==> config.mk <==
export PLATFORM = sky130hd
export DESIGN_NAME = writeback_arbiter
export DESIGN_NICKNAME = d
export VERILOG_FILES = /design/src/rtl/writeback_arbiter.sv
export SDC_FILE = /design/constraint.sdc
export NUM_CORES = 1
export LEC_CHECK = 0
export CORE_MARGIN = 2
export CORE_UTILIZATION = 58
export CTS_CLUSTER_DIAMETER = 60
export DETAILED_ROUTE_END_ITERATION = 10
export GPL_ROUTABILITY_DRIVEN = 0
export PLACE_DENSITY = 0.81
export SLEW_MARGIN = 30
export SYNTH_ARGS = -nofsm -noshare
export SYNTH_HDL_FRONTEND = slang
export SYNTH_SLANG_ARGS = --single-unit
==> constraint.sdc <==
create_clock -name clk -period 5.15 [get_ports clk]
set_clock_uncertainty 0.15 [all_clocks]
set_input_delay 1.03 -clock clk [delete_from_list [all_inputs] [get_ports clk]]
set_output_delay 1.03 -clock clk [all_outputs]
set_load 0.02 [all_outputs]
==> src/rtl/writeback_arbiter.sv <==
// Round-robin merge of ALU and LSU results onto the register-file write port,
// with a pending-write scoreboard for RAW hazard detection at issue.
module writeback_arbiter #(
  parameter int DATA_WIDTH     = 32,
  parameter int REG_ADDR_WIDTH = 5,
  parameter int FIFO_DEPTH     = 2
) (
  input  logic                      clk,
  input  logic                      reset,
  input  logic                      alu_valid,
  output logic                      alu_ready,
  input  logic [REG_ADDR_WIDTH-1:0] alu_rd,
  input  logic [DATA_WIDTH-1:0]     alu_data,
  input  logic                      lsu_valid,
  output logic                      lsu_ready,
  input  logic [REG_ADDR_WIDTH-1:0] lsu_rd,
  input  logic [DATA_WIDTH-1:0]     lsu_data,
  input  logic                      issue_valid,
  input  logic [REG_ADDR_WIDTH-1:0] issue_rd,
  input  logic [REG_ADDR_WIDTH-1:0] chk_rs1,
  input  logic [REG_ADDR_WIDTH-1:0] chk_rs2,
  output logic                      rs1_busy,
  output logic                      rs2_busy,
  output logic                      wb_we,
  output logic [REG_ADDR_WIDTH-1:0] wb_addr,
  output logic [DATA_WIDTH-1:0]     wb_data
);

  localparam int PW   = $clog2(FIFO_DEPTH);
  localparam int NREG = 1 << REG_ADDR_WIDTH;
  localparam logic SRC_ALU = 1'b0;
  localparam logic SRC_LSU = 1'b1;

  typedef struct packed {
    logic [REG_ADDR_WIDTH-1:0] rd;
    logic [DATA_WIDTH-1:0]     data;
  } wb_ent_t;

  wb_ent_t         mem [2][FIFO_DEPTH];
  logic [PW:0]     wptr [2];
  logic [PW:0]     rptr [2];
  logic [1:0]      empty;
  logic [1:0]      full;
  logic [1:0]      push;
  logic [1:0]      pop;
  logic            any_pop;
  logic            sel;
  logic            last_grant;
  wb_ent_t         head;
  wb_ent_t         alu_ent;
  wb_ent_t         lsu_ent;
  logic [NREG-1:0] pending;

  assign alu_ent = '{rd: alu_rd, data: alu_data};
  assign lsu_ent = '{rd: lsu_rd, data: lsu_data};

  always_comb begin
    empty = '0;
    full  = '0;
    for (int s = 0; s < 2; s++) begin
      empty[s] = (wptr[s] == rptr[s]);
      full[s]  = (wptr[s][PW] != rptr[s][PW]) &&
                 (wptr[s][PW-1:0] == rptr[s][PW-1:0]);
    end
  end

  assign alu_ready = !full[0];
  assign lsu_ready = !full[1];
  assign push[0]   = alu_valid && !full[0];
  assign push[1]   = lsu_valid && !full[1];

  // Tie goes to whichever source did not win the previous pop.
  always_comb begin
    any_pop = 1'b0;
    sel     = SRC_ALU;
    unique case (1'b1)
      (!empty[0] && !empty[1]): begin
        any_pop = 1'b1;
        sel     = (last_grant == SRC_ALU) ? SRC_LSU : SRC_ALU;
      end
      (empty[0] && !empty[1]): begin
        any_pop = 1'b1;
        sel     = SRC_LSU;
      end
      (!empty[0] && empty[1]): begin
        any_pop = 1'b1;
        sel     = SRC_ALU;
      end
      default: begin
        any_pop = 1'b0;
        sel     = SRC_ALU;
      end
    endcase
    pop  = '0;
    pop[0] = any_pop && (sel == SRC_ALU);
    pop[1] = any_pop && (sel == SRC_LSU);
    head = sel ? mem[1][rptr[1][PW-1:0]]
               : mem[0][rptr[0][PW-1:0]];
  end

  always_ff @(posedge clk) begin
    if (push[0]) mem[0][wptr[0][PW-1:0]] <= alu_ent;
    if (push[1]) mem[1][wptr[1][PW-1:0]] <= lsu_ent;
  end

  always_ff @(posedge clk or posedge reset) begin
    if (reset) begin
      for (int s = 0; s < 2; s++) begin
        wptr[s] <= '0;
        rptr[s] <= '0;
      end
    end else begin
      for (int s = 0; s < 2; s++) begin
        if (push[s]) wptr[s] <= wptr[s] + 1'b1;
        if (pop[s])  rptr[s] <= rptr[s] + 1'b1;
      end
    end
  end

  always_ff @(posedge clk or posedge reset) begin
    if (reset) begin
      wb_we      <= 1'b0;
      wb_addr    <= '0;
      wb_data    <= '0;
      last_grant <= SRC_ALU;
    end else if (any_pop) begin
      wb_we      <= (head.rd != '0);
      wb_addr    <= head.rd;
      wb_data    <= head.data;
      last_grant <= sel;
    end else begin
      wb_we <= 1'b0;
    end
  end

  // Set after clear so a same-edge reissue keeps the register pending.
  always_ff @(posedge clk or posedge reset) begin
    if (reset) begin
      pending <= '0;
    end else begin
      if (any_pop && head.rd != '0)
        pending[head.rd] <= 1'b0;
      if (issue_valid && issue_rd != '0)
        pending[issue_rd] <= 1'b1;
    end
  end

  assign rs1_busy = (chk_rs1 != '0) &&
                    (pending[chk_rs1] || (wb_we && wb_addr == chk_rs1));
  assign rs2_busy = (chk_rs2 != '0) &&
                    (pending[chk_rs2] || (wb_we && wb_addr == chk_rs2));

endmodule

==> out/qor.yml <==
run_status: "completed"
via_count: 6659
die_area_sq_um: 18100
tritoncts: "yes"
leakage_uw: 0.00455
grt_pass1_wl_mm: 36.3
end_kind: "output port"
ios: 136
post_drt_wl_per_cell_um: 20.7
grt_start_max_net_pins: 56
startpoint_type: "input port"
postCtsSetupBuffers: 0
path_common_cell: "clkdlybuf4s50_1"
die_h_um: 134
power_per_cell_area_nw_per_um2: 703
synth_common_cells: "148 x edfxtp_1, 79 x dfrtp_1, 76 x nand2_1"
rsz0062_at_grt: "no"
diodes: 0
setup-tns-final_ns: 0
cts_resized: 0
worstPathMaxFanout: 10
initial_core_util_pct: 59.5
finalHoldViolations: 0
drv_cap: 0
crit_family: "buffers and inverters"
rows: 47
dieWidth_um: 134
cp_slowest_cell: "clkdlybuf4s50_1"
period_share_pct: 93.4
synthFlopType: "edfxtp_1"
yosysTopAreaCell: "edfxtp_1"
antenna_left: 0
syn_nets: 825
slowest_delay_ns: 0.86
power_frac_comb_pct: 42.1
synth_most_common_cell: "edfxtp_1"
grt.met2_usage_pct: 44.5
hold_buffers: 0
detailed_place_hpwl_mm: 15.5
synth_edf_count: 148
nets: 959
totalWireLength_mm: 22.9
coreArea_sq_um: 16600
path_cells: "clkdlybuf4s50_1 > mux4_2 > mux2_2 > nand2_1 > o2111ai_1 > o21ai_0 > nor2_1 > clkdlybuf4s50_1"
hp-class: "reg2reg"
yosys_warnings: 0
seq_area_frac_synth_pct: 65.1
cp.arrival_ns: 3.63
tightest_slew_ns: 0.826
swShare_pct: 38.1
p_int_uw: 5370
ir_drop_v: 0.000584
max_slew_margin_pct: 44.9
grt_util_all_layers_pct: 25.8
met1_usage_pct: 31.2
rr_worst_depth: 7
io_buffers: 135
use_met3_pct: 6.01
critPathRequiredTime_ns: 3.97
area_delta_synth_final_pct: 25.2
crit_buf_inv: 2
ys_ff_latch: 227
utilization_pct: 74.5
synth-async-reset-ratio_pct: 34.8
setup_violations: 0
clk_latency_ns: 0.50
cts_root_buf: "clkbuf_16"
hold_depth: 0
synth_area_per_cell_sq_um: 13.5
synth_area_sq_um: 9870
synthDistinctLibCells: 56
fmax_mhz: 208
switching_power_uw: 3310
slew_viol_final: 0
crit_cells: 8
via_per_inst: 6.04
final.min_clock_period_ns: 4.81
criticalPathCategory: "in2out"
busiest_layer: "met2"
clkPwrFrac_pct: 21.6
synthDominantCellAreaShare_pct: 45.0
overflow: 0
cts_inserted_buffers: 24
cts.path.max_buffers: 3
htreeDepth: 1
netlist_instances: 731
yosys-top-cells-area: "edfxtp_1 45%, dfrtp_1 20%, mux2i_1 4.1%"
path_clk_slew_ns: 0.06
pwr-share-seq_pct: 36.3
grt_pass1_vias: 7226
first_iter_violations: 553
numClockSinks: 227
layout-drive-gt1-share_pct: 14.0
drcViolationCount: 0
drt_pre_antenna_iters: 7
antenna_found_initial: 2
## per-stage QoR
| stage | power, uW | hold WS (ns) | worst slack (ns) | cells | area [sq um] |
|---|---|---|---|---|---|
| 3_3_place_gp | 6530 | 0.268 | 0.405 | 1056 | 11400 |
| 4_1_cts | 8690 | 0.288 | 0.314 | 1103 | 12300 |
| 5_1_grt | 9170 | 0.312 | 0.198 | 1103 | 12400 |
| 3_5_place_dp | 6800 | 0.275 | 0.320 | 1059 | 11500 |
| 6_report | 8680 | 0.285 | 0.338 | 1103 | 12400 |
| 2_1_floorplan | 5590 | 0.291 | 1.56 | 731 | 9870 |
## state kept, by name, summed over array words and instances, names as in the netlist
| name | flops |
|---|---|
| last_grant | 1 |
| mem | 148 |
| wb_we | 1 |
| rptr | 4 |
| wptr | 4 |
| wb_data | 32 |
| wb_addr | 5 |
| pending | 32 |
## cells in the final DEF (no fill, tap or decap), drive strengths merged, types with 2 or more instances in the layout
cell type	synthesis	layout
dfrtp	79	79
and3b	4	4
a21oi	46	46
clkbuf	9	26
a21o	4	4
mux4	16	16
inv	7	9
and3	3	3
nor4	5	5
a32oi	2	2
o22a	2	2
nand2	76	76
edfxtp	148	148
xor2	15	15
clkinv	0	6
nand4	2	2
mux2i	41	41
nand3b	4	4
a22o	16	16
o32ai	5	5
nand2b	9	9
nor2	51	51
mux2	34	34
clkdlybuf4s50	0	135
bufinv	0	5
nor3b	4	4
clkinvlp	0	5
nor3	6	6
buf	28	10
o2bb2ai	2	2
xnor2	10	10
nor2b	4	4
nand3	5	5
o21ai	76	76
o21a	3	3
## logic make-up (layout without fill, tap and decap cells)
logic type	Yosys count	after routing	share of synthesized area (%)
flip-flops	227	227	65.1
AND/OR/NAND/NOR	179	179	8.41
AO/OA/AOI/OAI	165	165	10.2
multiplexers	91	91	11.7
buffers and inverters	44	196	2.35
XOR/XNOR	25	25	2.29
## power groups by stage
stage	Sequential, uW	Clock, uW	Combinational, uW
6_report	3150	1880	3660
5_1_grt	3200	1960	4000
4_1_cts	3140	1890	3660
3_5_place_dp	3160	0	3630
3_3_place_gp	3120	0	3410
2_1_floorplan	3190	0	2390
## per-layer routing
layer	vias to the layer above	share of wire, %
met3	68	7.3
met2	319	51
li1	2996	-
met5	-	0.15
met1	3272	39
met4	4	3.0
## area by class of cell
type | instances | area [sq um]
clock buffer | 26 | 639
tap | 220 | 275
clock inverter | 18 | 246
multi-input combinational | 460 | 3250
timing repair buffer | 145 | 1490
fill | 1002 | 4230
sequential | 227 | 6420
inverter | 7 | 28.8
## worst paths after layout
kind,endpoint,slack (ns),start
hold / removal,pending[0],0.29,pending[0]
setup reg to reg,wb_data[9],2.38,wptr[3]
max in group asynchronous,rptr[2],3.14,reset
min in group asynchronous,pending[0],0.84,reset
hold reg to reg,pending[0],0.29,pending[0]
setup / recovery,rs1_busy,0.34,chk_rs1[0]
No activity file was read; power rests on OpenSTA's default activity.
